--- config.mk ---
export PLATFORM = sky130hd
export DESIGN_NAME = sprite_motion_ctrl
export DESIGN_NICKNAME = d
export VERILOG_FILES = /design/src/rtl/sprite_pkg.sv /design/src/rtl/sprite_window_hit.sv /design/src/rtl/sprite_motion_ctrl.sv
export SDC_FILE = /design/constraint.sdc
export NUM_CORES = 1
export LEC_CHECK = 0
export ABC_CLOCK_PERIOD_IN_PS = 8650
export BUFFER_PORTS_ARGS = -buffer_cell sky130_fd_sc_hd__buf_2
export CORE_MARGIN = 2
export CORE_UTILIZATION = 41
export CTS_CLUSTER_SIZE = 30
export DETAILED_ROUTE_END_ITERATION = 10
export GPL_ROUTABILITY_DRIVEN = 0
export PLACE_DENSITY = 0.67
export RECOVER_POWER = 50
export SETUP_SLACK_MARGIN = 0.02
export SLEW_MARGIN = 10
export SYNTH_ARGS = -nofsm -noshare
export SYNTH_HDL_FRONTEND = slang
export SYNTH_SLANG_ARGS = --single-unit
--- constraint.sdc ---
create_clock -name clk -period 8.65 [get_ports clk]
set_input_delay 2.1625 -clock clk [delete_from_list [all_inputs] [get_ports clk]]
set_output_delay 2.1625 -clock clk [all_outputs]
set_load 0.02 [all_outputs]
--- src/rtl/sprite_pkg.sv ---
// sprite_pkg: motion state encoding plus screen and sprite dimensions shared with the renderer
package sprite_pkg;
  typedef enum logic [1:0] {GROUND, RISE, FALL} motion_state_t;
  localparam int H_ACTIVE = 640;
  localparam int V_ACTIVE = 480;
  localparam int SPR_W = 32;
  localparam int SPR_H = 16;
endpackage

--- src/rtl/sprite_window_hit.sv ---
// sprite_window_hit: combinational test of whether a pixel lies inside a sprite window
module sprite_window_hit
  import sprite_pkg::*;
#(
  parameter int W = SPR_W,
  parameter int H = SPR_H
) (
  input  logic [9:0] x_i,
  input  logic [9:0] y_i,
  input  logic [9:0] pos_x_i,
  input  logic [9:0] pos_y_i,
  output logic       hit_o
);
  logic [10:0] xe, ye, px, py;
  assign xe = {1'b0, x_i};
  assign ye = {1'b0, y_i};
  assign px = {1'b0, pos_x_i};
  assign py = {1'b0, pos_y_i};
  // one-column offset matches the renderer's x-pos_x-1 indexing
  assign hit_o = (xe >= px + 11'd1) && (xe <= px + 11'(W)) && (ye >= py) && (ye < py + 11'(H));
endmodule

--- src/rtl/sprite_motion_ctrl.sv ---
// sprite_motion_ctrl: per-frame walk/jump/pose controller; define DOUBLE_JUMP_EN for one airborne re-jump
module sprite_motion_ctrl
  import sprite_pkg::*;
#(
  parameter int SPRITE_W = SPR_W,
  parameter int SPRITE_H = SPR_H,
  parameter int X_MIN    = 0,
  parameter int X_MAX    = 608,
  parameter int GROUND_Y = 400,
  parameter int START_X  = 100,
  parameter int STEP_X   = 2,
  parameter int JUMP_V0  = 8,
  parameter int GRAVITY  = 1,
  parameter int ANIM_DIV = 8
) (
  input  logic       clk,
  input  logic       rst_n,
  input  logic       frame_tick,
  input  logic       btn_left,
  input  logic       btn_right,
  input  logic       btn_jump,
  input  logic [9:0] x,
  input  logic [9:0] y,
  output logic [9:0] pos_x,
  output logic [9:0] pos_y,
  output logic       par,
  output logic       enable
);
  localparam logic signed [10:0] STEP_S = 11'(STEP_X);
  localparam logic signed [10:0] XMIN_S = 11'(X_MIN);
  localparam logic signed [10:0] XMAX_S = 11'(X_MAX);
  localparam logic signed [10:0] GND_S  = 11'(GROUND_Y);

  motion_state_t state_q, state_d;
  logic [9:0] pos_x_q, pos_x_d, pos_y_q, pos_y_d;
  logic [5:0] vel_q, vel_d, fv;
  logic [7:0] anim_q, anim_d;
  logic par_q, par_d;
  logic go_r, go_l, walk;
  logic signed [10:0] px_s, nx_s, py_s, ry_s, fy_s;

  assign go_r = btn_right & ~btn_left;
  assign go_l = btn_left & ~btn_right;
  assign walk = go_r | go_l;
  assign px_s = signed'({1'b0, pos_x_q});
  assign nx_s = go_r ? px_s + STEP_S : go_l ? px_s - STEP_S : px_s;
  assign pos_x_d = nx_s > XMAX_S ? 10'(XMAX_S) : nx_s < XMIN_S ? 10'(XMIN_S) : nx_s[9:0];
  assign py_s = signed'({1'b0, pos_y_q});
  assign ry_s = py_s - signed'({5'b0, vel_q});
  assign fv   = vel_q + 6'(GRAVITY);
  assign fy_s = py_s + signed'({5'b0, fv});

`ifdef DOUBLE_JUMP_EN
  logic jump_prev_q, dj_used_q, dj_used_d, dj_fire;
`endif

  always_comb begin
    state_d = state_q;
    vel_d   = vel_q;
    pos_y_d = pos_y_q;
    case (state_q)
      GROUND: if (btn_jump) begin
        state_d = RISE;
        vel_d   = 6'(JUMP_V0);
      end
      RISE: begin
        pos_y_d = ry_s[10] ? 10'd0 : ry_s[9:0];
        vel_d   = vel_q > 6'(GRAVITY) ? vel_q - 6'(GRAVITY) : 6'd0;
        state_d = vel_q > 6'(GRAVITY) ? RISE : FALL;
      end
      FALL: begin
        pos_y_d = fy_s >= GND_S ? 10'(GROUND_Y) : fy_s[9:0];
        vel_d   = fy_s >= GND_S ? 6'd0 : fv;
        state_d = fy_s >= GND_S ? GROUND : FALL;
      end
      default: state_d = GROUND;
    endcase
`ifdef DOUBLE_JUMP_EN
    dj_fire = (state_q != GROUND) && btn_jump && !jump_prev_q && !dj_used_q;
    if (dj_fire) begin
      state_d = RISE;
      vel_d   = 6'(JUMP_V0);
      pos_y_d = pos_y_q;
    end
    dj_used_d = (state_d == GROUND) ? 1'b0 : (dj_used_q | dj_fire);
`endif
  end

  always_comb begin
    par_d  = (state_q != GROUND) ? 1'b1 : !walk ? 1'b0 : (anim_q == 8'(ANIM_DIV - 1)) ? ~par_q : par_q;
    anim_d = (state_q != GROUND || !walk || anim_q == 8'(ANIM_DIV - 1)) ? 8'd0 : anim_q + 8'd1;
  end

  always_ff @(posedge clk or negedge rst_n) begin
    if (!rst_n) begin
      state_q <= GROUND;
      pos_x_q <= 10'(START_X);
      pos_y_q <= 10'(GROUND_Y);
      vel_q   <= '0;
      anim_q  <= '0;
      par_q   <= 1'b0;
    end else if (frame_tick) begin
      state_q <= state_d;
      pos_x_q <= pos_x_d;
      pos_y_q <= pos_y_d;
      vel_q   <= vel_d;
      anim_q  <= anim_d;
      par_q   <= par_d;
    end
  end

`ifdef DOUBLE_JUMP_EN
  always_ff @(posedge clk or negedge rst_n) begin
    if (!rst_n) begin
      jump_prev_q <= 1'b0;
      dj_used_q   <= 1'b0;
    end else if (frame_tick) begin
      jump_prev_q <= btn_jump;
      dj_used_q   <= dj_used_d;
    end
  end
`endif

  assign pos_x = pos_x_q;
  assign pos_y = pos_y_q;
  assign par   = par_q;

  sprite_window_hit #(.W(SPRITE_W), .H(SPRITE_H)) u_hit (
    .x_i    (x),
    .y_i    (y),
    .pos_x_i(pos_x_q),
    .pos_y_i(pos_y_q),
    .hit_o  (enable)
  );
endmodule
==> impl_results.md <==
* Synth Net Count at 617
* Number of hold violations in the final report at 0
* Total instance count after detailed placement at 689
* Setup Crit Path Kind: input port to output port
* Post-synth top area share at 18.0%
* Result of the run: finished with violations
* Most common library cell in the layout ignoring fill and taps: sky130_fd_sc_hd__ha_1
* Violation count after the first detailed-routing iteration at 165
* Worst-Margin Slew at 2.07 ns
* Total wire length at 10,800 µm
* Largest family of logic cells by synthesized area: compound AO/OA/AOI/OAI gates
* Max-cap viol count at 1
* CTS Root Buffer Type: sky130_fd_sc_hd__clkbuf_8
* Data arrival at the endpoint of the critical path at 3.85 ns
* Number of synthesized register bits at 36
* Number of setup violations in the final report at 0
* Reg2Reg Depth at 12
* Netlist Area Pre-Place at 0.00430 mm²
* Antenna violation net count after detailed routing at 0
* Post-route DRC violation count at 0
* Area of the placeable core at 0.0102 mm²
* Post-synthesis compound-gate area fraction at 27.0%
* Number of flops mapped to enable cells by yosys at 0
* Ys flop type: sky130_fd_sc_hd__dfrtp_1
* Min-Delay Path Class: flip-flop to flip-flop
* Initial standard-cell utilization of the core at 42.0%
* Site Rows at 37
* Pin count of the biggest net entering global routing at 37
* Post-layout min period at 6.01 ns
* Die outline area at 0.0113 mm²
* FF-to-FF End: vel_q[5]
* H-tree Lvls at 2
* Basic-gate share of the synthesized area counting and, or, nand and nor cells at 19.8%
* Leakage at 2.04 nW
* Fraction of layout cells with a size suffix above 1 at 13.7%
* Stages on worst setup path at 10
* Hold-fix buffers, CTS at 0
* Total of buffers placed on input and output ports at 46
* Peak per-stage delay on the critical path at 0.30 ns
* Post-route total power at 1.80 mW
* CTS clk-pin slew, worst paths at 0.08 ns
* Fraction of synthesized cell area in xor and xnor cells at 5.50%
* Sequential-to-total area share from yosys stat at 21.1%
* Ant. Diodes at 0
* Wire length of the first global-routing pass at 18,500 µm
* Yosys top cell by area: sky130_fd_sc_hd__ha_1
* Final worst clock skew at 0.00949 ns
* Cells resized by post-CTS repair at 0
* Worst setup path endpoint: enable
* Critical path startpoint: x[1]
* Chip height at 106 µm
* Post-route fraction of the period consumed by the critical path at 69.5%
* Setup repair bufs after CTS at 0
* Worst R2R Start: vel_q[0]
* Clock tree from TritonCTS: built
* Number of buffers inserted during clock tree synthesis at 5
* Worst-path cell with the longest stage delay: sky130_fd_sc_hd__ha_1
* VDD IR max at 176 µV
* CTS Sinks at 36
* Total cell area at the placement stage at 0.00460 mm²
* Setup TNS at 0 ns
* Largest buffer count on any clock path at 2
* Post-Synth Adder-Cell Area at 19.0%
* Final #Nets at 650
* Die boundary width at 106 µm
* Max-slew violation count at 37
* Layout overhead on the synthesized area at 9.08%
* Unrepaired setup endpoints after global routing: false
* Number of global-route vias before repair at 3,996
* Avg WL per Cell at 15.5 µm
* Violated checks: max-capacitance violations, max-slew violations
* Top library cells by usage in the layout, fill and taps aside: sky130_fd_sc_hd__ha_1, sky130_fd_sc_hd__inv_1, sky130_fd_sc_hd__nand2_1
* Top-level port count at 48
* Total vias in the final route at 4,045
* Via-per-instance ratio at 5.80
* First-pass detailed-route iteration total at 6
* Post-Synthesis Cells at 527
* Worst setup slack for register-to-register paths at 4.89 ns
* Post-synthesis area per instance at 8.16 µm²
* Util after Layout at 45.8%
* Relative slew slack at -37.8%
* Yosys warning total at 0
* Worst path cell trace: buf_2, ha_1, o21ai_0, nand2b_1, a21oi_1, o21ai_0, a21oi_1, o211ai_1, a211oi_1, buf_2
* Synth unique cells at 83
* Global route total overflow at 0
* Top post-synthesis cells by area: sky130_fd_sc_hd__ha_1, sky130_fd_sc_hd__dfrtp_1, sky130_fd_sc_hd__xnor2_1
* Share of synthesized area spent on multiplexers at 1.19%
* Highest fanout seen on the critical path at 2
* Number of cells in the finished layout apart from fillers at 697
* Critical Path Start Type: input port
* Clock latency at the later pin of the worst-skew pair at 0.29 ns
* Max Fclk at 166 MHz
* Fillers at 1,010
* Power density of the placed cells at 384 mW/mm²
* Crit path buf inv count at 2
* Total GRT Usage at 19.7%
* Sort of element at the end of the critical path: output port
* Antenna violations before repair at 0
* Worst Path Required at 6.49 ns
* Post-detailed-placement half-perimeter wirelength at 8490 µm
* Post-route cell area at 0.00469 mm²
* Async SR Flop Fraction at 100%
* Delay-heaviest family, CP: compound AO/OA/AOI/OAI gates
## per-stage QoR
stage               hold slack (ns)  setup WS (ns)
global placement              0.506           2.70
CTS                           0.527           2.67
floorplan                     0.474           2.81
detailed placement            0.506           2.68
global route                  0.565           2.49
finish                        0.525           2.64
## cell type report
cell class              instances  area [µm²]  area share, %
clock buffers                   6        82.6           1.76
repair buffers                 46         223           4.75
multi-input cells             425        3120           66.5
flip-flops and latches         36         908           19.4
clock inverters                 2        13.8          0.294
well taps                     136         170           3.63
inverters                      46         173           3.68
## where the power goes
group          switching [mW]  internal (mW)  leakage (nW)
combinational           0.786          0.515          1.55
sequential              0.128          0.239         0.444
clock                  0.0686         0.0653        0.0516
## registers in the layout (all words and copies together), names as in the netlist
name	flops
vel_q	6
state_q	2
anim_q	8
pos_x	9
pos_y	10
par	1
## worst min-delay path by stage
stage	from	end	slack [ns]	depth (start not counted)
final	par	par	0.52	1
after global routing	par	par	0.57	1
after CTS	par	par	0.53	1
after detailed placement	par	par	0.51	1
after global placement	par	par	0.51	1
after floorplan	anim_q[4]	anim_q[4]	0.47	1
## synth_stat cells, drive strengths merged (5+ instances only)
cell,instances
dfrtp,30
o31ai,6
a21o,6
nor2b,7
xnor2,21
a211oi,8
nand2,43
ha,62
nand3,20
dfstp,6
nor4,5
inv,44
nor2,42
buf,10
a21oi,32
o21ai,32
nor3,17
xor2,6
o211ai,9
nand2b,5
o22ai,9
clkbuf,10
and2,5
a31oi,11
nand4,11
## metal layers
layer | vias to the layer above | track usage, % | share of wire [%]
met3 | 16 | 3.37 | 3.9
li1 | 2006 | - | -
met1 | 1924 | 25.2 | 45
met4 | 0 | 5.17 | 1.6
met2 | 99 | 34.1 | 49
met5 | - | 0 | 0
## logic make-up after synthesis
kind of cell / Yosys count
and+or+nand+nor: 172
muxes: 5
AOI/OAI and AO/OA: 156
xor gates and xnor gates: 27
adders and majority gates: 64
DFF: 36
other: 1
buffers and inverters: 66
(Power assumes the default switching activity.)
